==> src/rtl/if_stage.sv <==
// Instruction fetch stage and IF/ID pipeline register of the 5-stage MIPS pipeline.
// Optional macro IF_DELAY_SLOT_EN: keep the delay-slot instruction instead of squashing on redirect.
module if_stage #(
  parameter logic [31:0] RESET_PC    = 32'h0000_0000,
  parameter int unsigned IMEM_ADDR_W = 8
) (
  input  logic                   clk,
  input  logic                   rst,
  input  logic                   StallF,
  input  logic                   StallD,
  input  logic                   PCSrcD,
  input  logic [31:0]            PCBranchD,
  input  logic                   JumpD,
  input  logic [31:0]            JumpTargetD,
  output logic [IMEM_ADDR_W-1:0] ImemAddr,
  input  logic [31:0]            ImemRdata,
  output logic [31:0]            PCF,
  output logic [31:0]            InstrD,
  output logic [31:0]            PCPlus4D,
  output logic                   ValidD,
  output logic [31:0]            FetchCnt
);

  logic [31:0] pcPlus4F;
  logic [31:0] nextPc;
  logic        redirect;
  logic        loadD;
  logic        squashD;

  // Branch/jump in a stalled decode stage is not resolved yet, so it cannot redirect.
  always_comb begin
    pcPlus4F = PCF + 32'd4;
    redirect = (JumpD | PCSrcD) & ~StallD;
    nextPc   = JumpD ? JumpTargetD : (PCSrcD ? PCBranchD : pcPlus4F);
    nextPc   = {nextPc[31:2], 2'b00};
    loadD    = ~StallD;
`ifdef IF_DELAY_SLOT_EN
    squashD  = 1'b0;
`else
    squashD  = redirect;
`endif
  end

  assign ImemAddr = PCF[IMEM_ADDR_W+1:2];

  always_ff @(posedge clk) begin
    if (rst) begin
      PCF      <= RESET_PC;
      InstrD   <= 32'd0;
      PCPlus4D <= 32'd0;
      ValidD   <= 1'b0;
      FetchCnt <= 32'd0;
    end else begin
      if (!StallF) begin
        PCF <= redirect ? nextPc : pcPlus4F;
      end
      if (loadD) begin
        if (squashD) begin
          InstrD   <= 32'd0;
          PCPlus4D <= 32'd0;
          ValidD   <= 1'b0;
        end else begin
          InstrD   <= ImemRdata;
          PCPlus4D <= pcPlus4F;
          ValidD   <= 1'b1;
          FetchCnt <= FetchCnt + 32'd1;
        end
      end
    end
  end

endmodule

==> config.mk <==
export PLATFORM = sky130hd
export DESIGN_NAME = if_stage
export DESIGN_NICKNAME = d
export VERILOG_FILES = /design/src/rtl/if_stage.sv
export SDC_FILE = /design/constraint.sdc
export NUM_CORES = 1
export LEC_CHECK = 0
export CORE_MARGIN = 5
export CORE_UTILIZATION = 30
export DETAILED_ROUTE_END_ITERATION = 8
export PLACE_DENSITY = 0.67
export SLEW_MARGIN = 20
export SYNTH_ARGS = -nofsm -noshare
export SYNTH_HDL_FRONTEND = slang
export SYNTH_SLANG_ARGS = --single-unit
==> constraint.sdc <==
create_clock -name clk -period 3.6 [get_ports clk]
set_input_delay 0.72 -clock clk [delete_from_list [all_inputs] [get_ports clk]]
set_output_delay 0.72 -clock clk [all_outputs]
set_load 0.05 [all_outputs]
Yosys cells after proc, flatten, opt, wreduce, memory -nomap -nowiden
Index checks and enable logic that the tools add are counted.
{ "word_totals": {"register_bits": 129, "inputBits": 102} }
{ "op_classes": {"addsub": 2, "n_mux": 6, "n_bitwise": 4, "reduce_logical": 1} }
{ "op_table": {"columns": ["op", "count"], "rows": [
  ["32-bit two-way mux", 5],
  ["32-bit by 1-bit adder with 32-bit output, second input constant", 1],
  ["32-bit by 3-bit adder with 32-bit output, second input constant", 1],
  ["1-bit NOT", 2],
  ["2-bit AND reduction", 1],
  ["1-bit bitwise AND", 1],
  ["1-bit two-way mux", 1],
  ["1-bit OR", 1]
]} }

Depth between registers and ports, before layout
Gate-level depths: netlist of run 1.
{ "logic_depth": {"word_depth": 4, "depth_mapped": 8} }

Least setup slack after synthesis of run 1
No wires, ideal clock.
{ "synth_path": {"path_type": "register to register", "start": "reg PCF[2]", "end": "reg PCF[26]", "setup_ns": 0.064, "arrival_time_ns": 2.552, "required_ns": 3.536, "path_slack_ns": 0.984, "stages_incl_launch_ff": 7, "n_path_buf": 0, "synth_period_minus_slack_ns": 2.616, "path_cell_list": "dfxtp_1 -> ha_1 -> nand3_1 -> nor4_2 -> nand3_1 -> or4_1 -> nand3_1"} }
{ "synth_between": {"elab_chain_cells": 4} }
{ "synth_rtl": {"columns": ["element", "line", "source"], "rows": [
  ["from (decl)", "17", "output logic [31:0] PCF,"],
  ["from (signal assigned)", "55", "PCF <= redirect ? nextPc : pcPlus4F;"],
  ["32-bit by 3-bit adder with 32-bit output *", "32", "pcPlus4F = PCF + 32'd4;"],
  ["32-bit two-way mux (2 in a row)", "34", "nextPc = JumpD ? JumpTargetD : (PCSrcD ? PCBranchD : pcPlus4F);"],
  ["32-bit two-way mux *", "55", null]
]} }
Every way passes the cells marked *; elsewhere a longest branch is shown, timed or not.
A chain may end at the register's enable or synchronous reset.

Worst setup path after layout of run 1
{ "layout_path": {"start": "reg PCF[3]", "end": "reg PCF[30]"} }
Same word-level chain as after synthesis.

==> impl_metrics.json, run 1 <==
{
  "status": "complete, no violations",
  "crit_chain": "ha_1 -> nand3_1 -> nor4_1 -> and3_1 -> o21ai_0 -> a221o_1",
  "hold_path_depth": 2,
  "max-slew-margin-rel_pct": 47.6,
  "path_class": "register to register",
  "initialDrtViolationCount": 347,
  "drv_slew": 0,
  "r2r_start": "PCF[3]$_SDFFE_PP0N_",
  "crit_slowest_cell": "nor4_1",
  "die_x_um": 149,
  "p_int_mw": 2.73,
  "pwr_density_cell_mw_per_mm2": 415,
  "yosysWarnings": 0,
  "hp-start": "PCPlus4D[2]$_SDFFE_PP0N_",
  "power_frac_seq_pct": 39.4,
  "fin_setup_tns_ns": 0,
  "ys_seq_area_share_pct": 43.2,
  "htreeDepth": 4,
  "period_share_pct": 76.4,
  "postCtsHoldBufs": 0,
  "syn2layout_area_growth_pct": 53.9,
  "grt_pass1_vias": 5415,
  "r2r_end": "PCF[30]$_SDFFE_PP0N_",
  "cts_setup_buffers": 0,
  "routedWlPerCell_um": 17.8,
  "pwr-share-comb_pct": 13.8,
  "yosys_register_bits": 126,
  "clock_path_buffers": 2,
  "gp_congestion": 0.792,
  "hold_path_class": "register to register",
  "drtAntennaViolNets": 0,
  "grt_first_pass_wirelength_um": 31100,
  "fin_hold_ws_ns": 0.454,
  "num_antenna_cells": 0,
  "cp_num_buf_inv": 0,
  "startpoint_type": "register",
  "routed_wl_um": 20200,
  "synth_ff_type": "dfxtp_1",
  "yosysUniqueCellTypes": 55,
  "clk_pin_slew_ns": 0.06,
  "clock_sinks": 126,
  "finalSetupViolations": 0,
  "worst_slack_ns": 0.848,
  "cts_tree": "built",
  "rrSetupSlack_ns": 0.85,
  "grt-ovfl-total": 0,
  "synth_common_cells": "dfxtp_1 (126), nor2_1 (71), a22o_1 (61)",
  "insertion_delay_ns": 0.41,
  "hold_viol": 0,
  "rsz0062_at_grt": "false",
  "cp.arrival_ns": 3.05,
  "critPathRequiredTime_ns": 3.90,
  "netlist_area_mm2": 0.00584,
  "swShare_pct": 26.8,
  "die_h_um": 149,
  "clock-root-buffer": "clkbuf_16",
  "endpoint_kind": "register",
  "vias": 5693,
  "ctsResizeCount": 0,
  "yosysMostFrequentCell": "dfxtp_1",
  "dieArea_mm2": 0.0223,
  "avgSynthCellArea_um2": 9.01,
  "min_period_ns": 2.75,
  "num_io_pins": 239,
  "final_util_pct": 46.5,
  "p_leak_nw": 3.29,
  "drive_gt1_share_pct": 7.55,
  "core_mm2": 0.0193,
  "via_per_inst": 5.00,
  "drt-pass1-iter-count": 5,
  "path_max_fanout": 8,
  "clock_skew_ns": 0.00869,
  "postSynthCellCount": 648,
  "hpwl_um": 14800,
  "yosys-top-cells-area": "dfxtp_1 (43%), a22o_1 (9.2%), xnor2_1 (4.7%)",
  "synth_edf_count": 0,
  "worst_slew_pin_slew_ns": 0.779,
  "cts_buffers": 17,
  "grt_usage_pct": 17.6,
  "synth_top_area_cell": "dfxtp_1",
  "yosysTopAreaCellShare_pct": 43.2,
  "ir_worst_vdd_v": 0.000263,
  "slowest_delay_ns": 0.81,
  "antenna_found_initial": 0,
  "r2r_cells": 6,
  "pre_cts_ws_ns": 0.558,
  "nNetsFinal": 965,
  "initial_core_util_pct": 30.2,
  "power_switching_mw": 0.999,
  "rows": 51,
  "drcViolationCount": 0,
  "grt_max_degree": 56,
  "fmax_mhz": 363,
  "p_clk_share_pct": 46.8,
  "hold_path_end": "PCPlus4D[2]$_SDFFE_PP0N_",
  "synthArstFlopShare_pct": 0,
  "path_delay_family": "simple AND/OR/NAND/NOR gates",
  "drv_cap": 0,
  "io_buffers": 232
}
==> registers in the layout, indices dropped and copies added (netlist names) <==
signal    flops
PCF          30
InstrD       32
ValidD        1
PCPlus4D     31
FetchCnt     32
==> tightest hold or removal path, delay by kind of cell, from the launching register on <==
family           cells  cell delay (ns)
AO/OA/AOI/OAI        1             0.05
flip-flops           1             0.32
AND/OR/NAND/NOR      1             0.05
==> area by class of cell <==
type                            count  area (µm²)
Timing Repair Buffer              251        2470
Clock inverter                     11         131
Fill cell                        1860       10400
Sequential cell                   126        2520
Tap cell                          265         332
Clock buffer                       21         470
Inverter                           10        37.5
Multi-Input combinational cell    455        3020
==> logic make-up after synthesis <==
group                      after synthesis  synth area share [%]
and+or+nand+nor                        218                  19.7
AOI/OAI and AO/OA                      175                  22.3
DFF                                    126                  43.2
buffers and inverters                   68                  5.53
xor gates and xnor gates                57                  8.55
adders and majority gates                2                 0.429
other                                    1                0.0643
muxes                                    1                 0.172
==> stage by stage <==
stage	power, mW	instance area (µm²)	std cells
6_report	3.73	8980	1139
5_1_grt	3.87	8980	1139
4_1_cts	3.77	8980	1139
3_5_place_dp	2.02	8380	1107
3_3_place_gp	2.02	8380	1107
2_1_floorplan	1.78	5840	649
==> layout by cell type, fill, tap and decap left out, drive strengths merged, types with 4 or more instances in the layout <==
cell | Yosys | final
xor2 | 26 | 26
dfxtp | 126 | 126
nor2 | 71 | 71
buf | 20 | 20
and4 | 8 | 8
and2 | 6 | 6
nand3 | 22 | 22
xnor2 | 31 | 31
clkdlybuf4s50 | 0 | 231
o21ai | 14 | 14
a22oi | 25 | 25
o32ai | 5 | 5
inv | 10 | 13
a21oi | 30 | 30
o21bai | 6 | 6
and3 | 14 | 14
a22o | 61 | 61
or4 | 6 | 6
nand2 | 29 | 29
nor3 | 14 | 14
clkbuf | 38 | 21
nand4 | 20 | 20
nand2b | 4 | 4
o22ai | 9 | 9
nor4 | 12 | 12
==> worst max path at each step <==
stage | from | endpoint | depth (start not counted)
2_1_floorplan | PCF[2]$_SDFFE_PP0N_ | PCF[26]$_SDFFE_PP0N_ | 6
3_3_place_gp | PCSrcD | PCF[23]$_SDFFE_PP0N_ | 7
3_5_place_dp | PCSrcD | PCF[23]$_SDFFE_PP0N_ | 7
4_1_cts | PCF[3]$_SDFFE_PP0N_ | PCF[24]$_SDFFE_PP0N_ | 6
5_1_grt | PCF[3]$_SDFFE_PP0N_ | PCF[30]$_SDFFE_PP0N_ | 6
6_report | PCF[3]$_SDFFE_PP0N_ | PCF[30]$_SDFFE_PP0N_ | 6
==> power by group through the flow <==
| stage | Clock, mW | Sequential, mW | Combinational (mW) |
|---|---|---|---|
| global placement | 0 | 1.50 | 0.518 |
| CTS | 1.78 | 1.47 | 0.521 |
| finish | 1.75 | 1.47 | 0.516 |
| global route | 1.85 | 1.47 | 0.548 |
| detailed placement | 0 | 1.50 | 0.519 |
| floorplan | 0 | 1.60 | 0.177 |
==> metal layers <==
metal	up-vias	routed length, µm	GRT usage, %
li1	2798	-	-
met5	-	0	0
met4	0	145	3.07
met3	13	1880	6.75
met1	2669	8810	23.0
met2	213	9400	28.2
Power figures use the tool's default switching activity.
==> run 2: changes to the inputs <==
PLACE_DENSITY = 0.7   (was 0.67)
clock period = 2.3 ns   (was 3.6 ns; I/O delays follow)
==> impl_metrics.json, run 2 (synthesis gave the netlist of run 1 again) <==
{
  "status": "complete, no violations",
  "drive_gt1_share_pct": 11.5,
  "pwr_density_cell_mw_per_mm2": 631,
  "r2r_start": "PCF[2]$_SDFFE_PP0N_",
  "syn2layout_area_growth_pct": 58.5,
  "crit_cells": 1,
  "slowest_delay_ns": 0.87,
  "finalInstanceArea_mm2": 0.00925,
  "drv_cap": 0,
  "grt_pass1_vias": 5596,
  "worst_slew_pin_slew_ns": 0.584,
  "antenna_found_initial": 1,
  "clock_path_buffers": 2,
  "drcViolationCount": 0,
  "rrSetupSlack_ns": 0.20,
  "rows": 51,
  "dieArea_mm2": 0.0223,
  "critical_path.endpoint": "PCF[23]",
  "grt_usage_pct": 18.1,
  "layout_commonest_cell": "clkdlybuf4s50_1",
  "core_mm2": 0.0193,
  "period_share_pct": 97.1,
  "grt_max_degree": 56,
  "min_period_ns": 2.23,
  "num_antenna_cells": 0,
  "initial_core_util_pct": 30.2,
  "dpl-instance-area_mm2": 0.00866,
  "io_buffers": 232,
  "routedWlPerCell_um": 17.8,
  "r2r_end": "PCF[18]$_SDFFE_PP0N_",
  "power_mw": 5.84,
  "n_fill_cell": 1876,
  "hold_path_depth": 2,
  "drt-pass1-iter-count": 5,
  "vias": 5838,
  "drtAntennaViolNets": 0,
  "fmax_mhz": 448,
  "cp_num_buf_inv": 1,
  "die_x_um": 149,
  "startpoint_type": "register",
  "insertion_delay_ns": 0.42,
  "grt_first_pass_wirelength_um": 31800,
  "cts_buffers": 17,
  "grt_use_met3_pct": 6.09,
  "clk_pin_slew_ns": 0.06,
  "nNetsFinal": 994,
  "startpoint": "PCF[23]$_SDFFE_PP0N_",
  "grt-ovfl-total": 0,
  "path_max_fanout": 9,
  "num_io_pins": 239,
  "die_h_um": 149,
  "initialDrtViolationCount": 292,
  "clock_skew_ns": 0.00603,
  "clock-root-buffer": "clkbuf_16",
  "r2r_cells": 7,
  "ir_worst_vdd_v": 0.000425,
  "layout.cells.most_common_list": "clkdlybuf4s50_1 (230), dfxtp_1 (119), nor2_1 (70), a22o_1 (61), buf_4 (45)",
  "via_per_inst": 5.00,
  "postCtsHoldBufs": 0,
  "grt_use_met2_pct": 29.0,
  "cp.arrival_ns": 1.77,
  "crit_chain": "clkdlybuf4s50_1",
  "hold_path_class": "input pin to register",
  "fin_setup_tns_ns": 0,
  "grt_busiest_layer": "met2",
  "path_delay_family": "buffers and inverters",
  "htreeDepth": 4,
  "routed_wl_um": 20800,
  "gp_congestion": 0.856,
  "use_met1_pct": 23.2,
  "max-slew-margin-rel_pct": 61.0,
  "hpwl_um": 15500,
  "reg_top3": "FetchCnt: 32 flops, InstrD: 32 flops, PCPlus4D: 31 flops",
  "ctsResizeCount": 0,
  "critPathRequiredTime_ns": 1.84,
  "fin_hold_ws_ns": 0.452,
  "endpoint_kind": "output pin",
  "clock_sinks": 126,
  "finalSetupViolations": 0,
  "p_leak_nw": 3.47,
  "cts_setup_buffers": 0,
  "drv_slew": 0,
  "crit_slowest_cell": "clkdlybuf4s50_1",
  "path_class": "register to output pin",
  "hold_viol": 0,
  "rsz0062_at_grt": "false",
  "cts_tree": "built"
}
run 2: cell count changes in the layout (fill, tap and decap cells not counted), sizes merged:
cell / previous run / this run
clkbuf: 21 / 18
inv: 13 / 17
clkinv: 3 / 2
clkdlybuf4s50: 231 / 230
buf: 20 / 50
run 2: metrics by stage:
step	instances	worst slack (ns)	utilization, %
after detailed placement	1136	-0.267	44.8
after global placement	1136	-0.214	44.8
after global routing	1168	0.00629	47.8
after floorplan	649	-0.0164	-
after CTS	1168	0.0283	47.8
final	1168	0.0664	47.8
run 2: metal layers:
metal / up-vias / share of wire, %
met4: 2 / 1.5
met3: 22 / 8.3
met1: 2732 / 44
met2: 216 / 46
li1: 2866 / -
met5: - / 0.096
run 2: cell type report:
type	count	area, µm²	area share, %
flip-flops and latches	126	2530	27.4
clock buffers	18	429	4.64
inverters	10	37.5	0.406
multi-input cells	455	3040	32.9
repair buffers	280	2730	29.5
well taps	265	332	3.58
clock inverters	14	158	1.70
run 2: how the worst min path moves through the flow:
stage	slack (ns)	endpoint	start
6_report	0.45	PCF[2]$_SDFFE_PP0N_	rst
4_1_cts	0.42	PCF[2]$_SDFFE_PP0N_	rst
5_1_grt	0.47	PCF[2]$_SDFFE_PP0N_	rst
3_3_place_gp	0.45	ValidD$_SDFFE_PP0N_	ValidD$_SDFFE_PP0N_
3_5_place_dp	0.46	ValidD$_SDFFE_PP0N_	ValidD$_SDFFE_PP0N_
2_1_floorplan	0.59	InstrD[0]$_SDFFE_PP0N_	ImemRdata[0]
run 2: power by group:
part	switching (mW)	total, mW	internal [mW]
Clock	1.08	2.70	1.62
Combinational	0.473	0.845	0.372
Sequential	0.0607	2.30	2.23
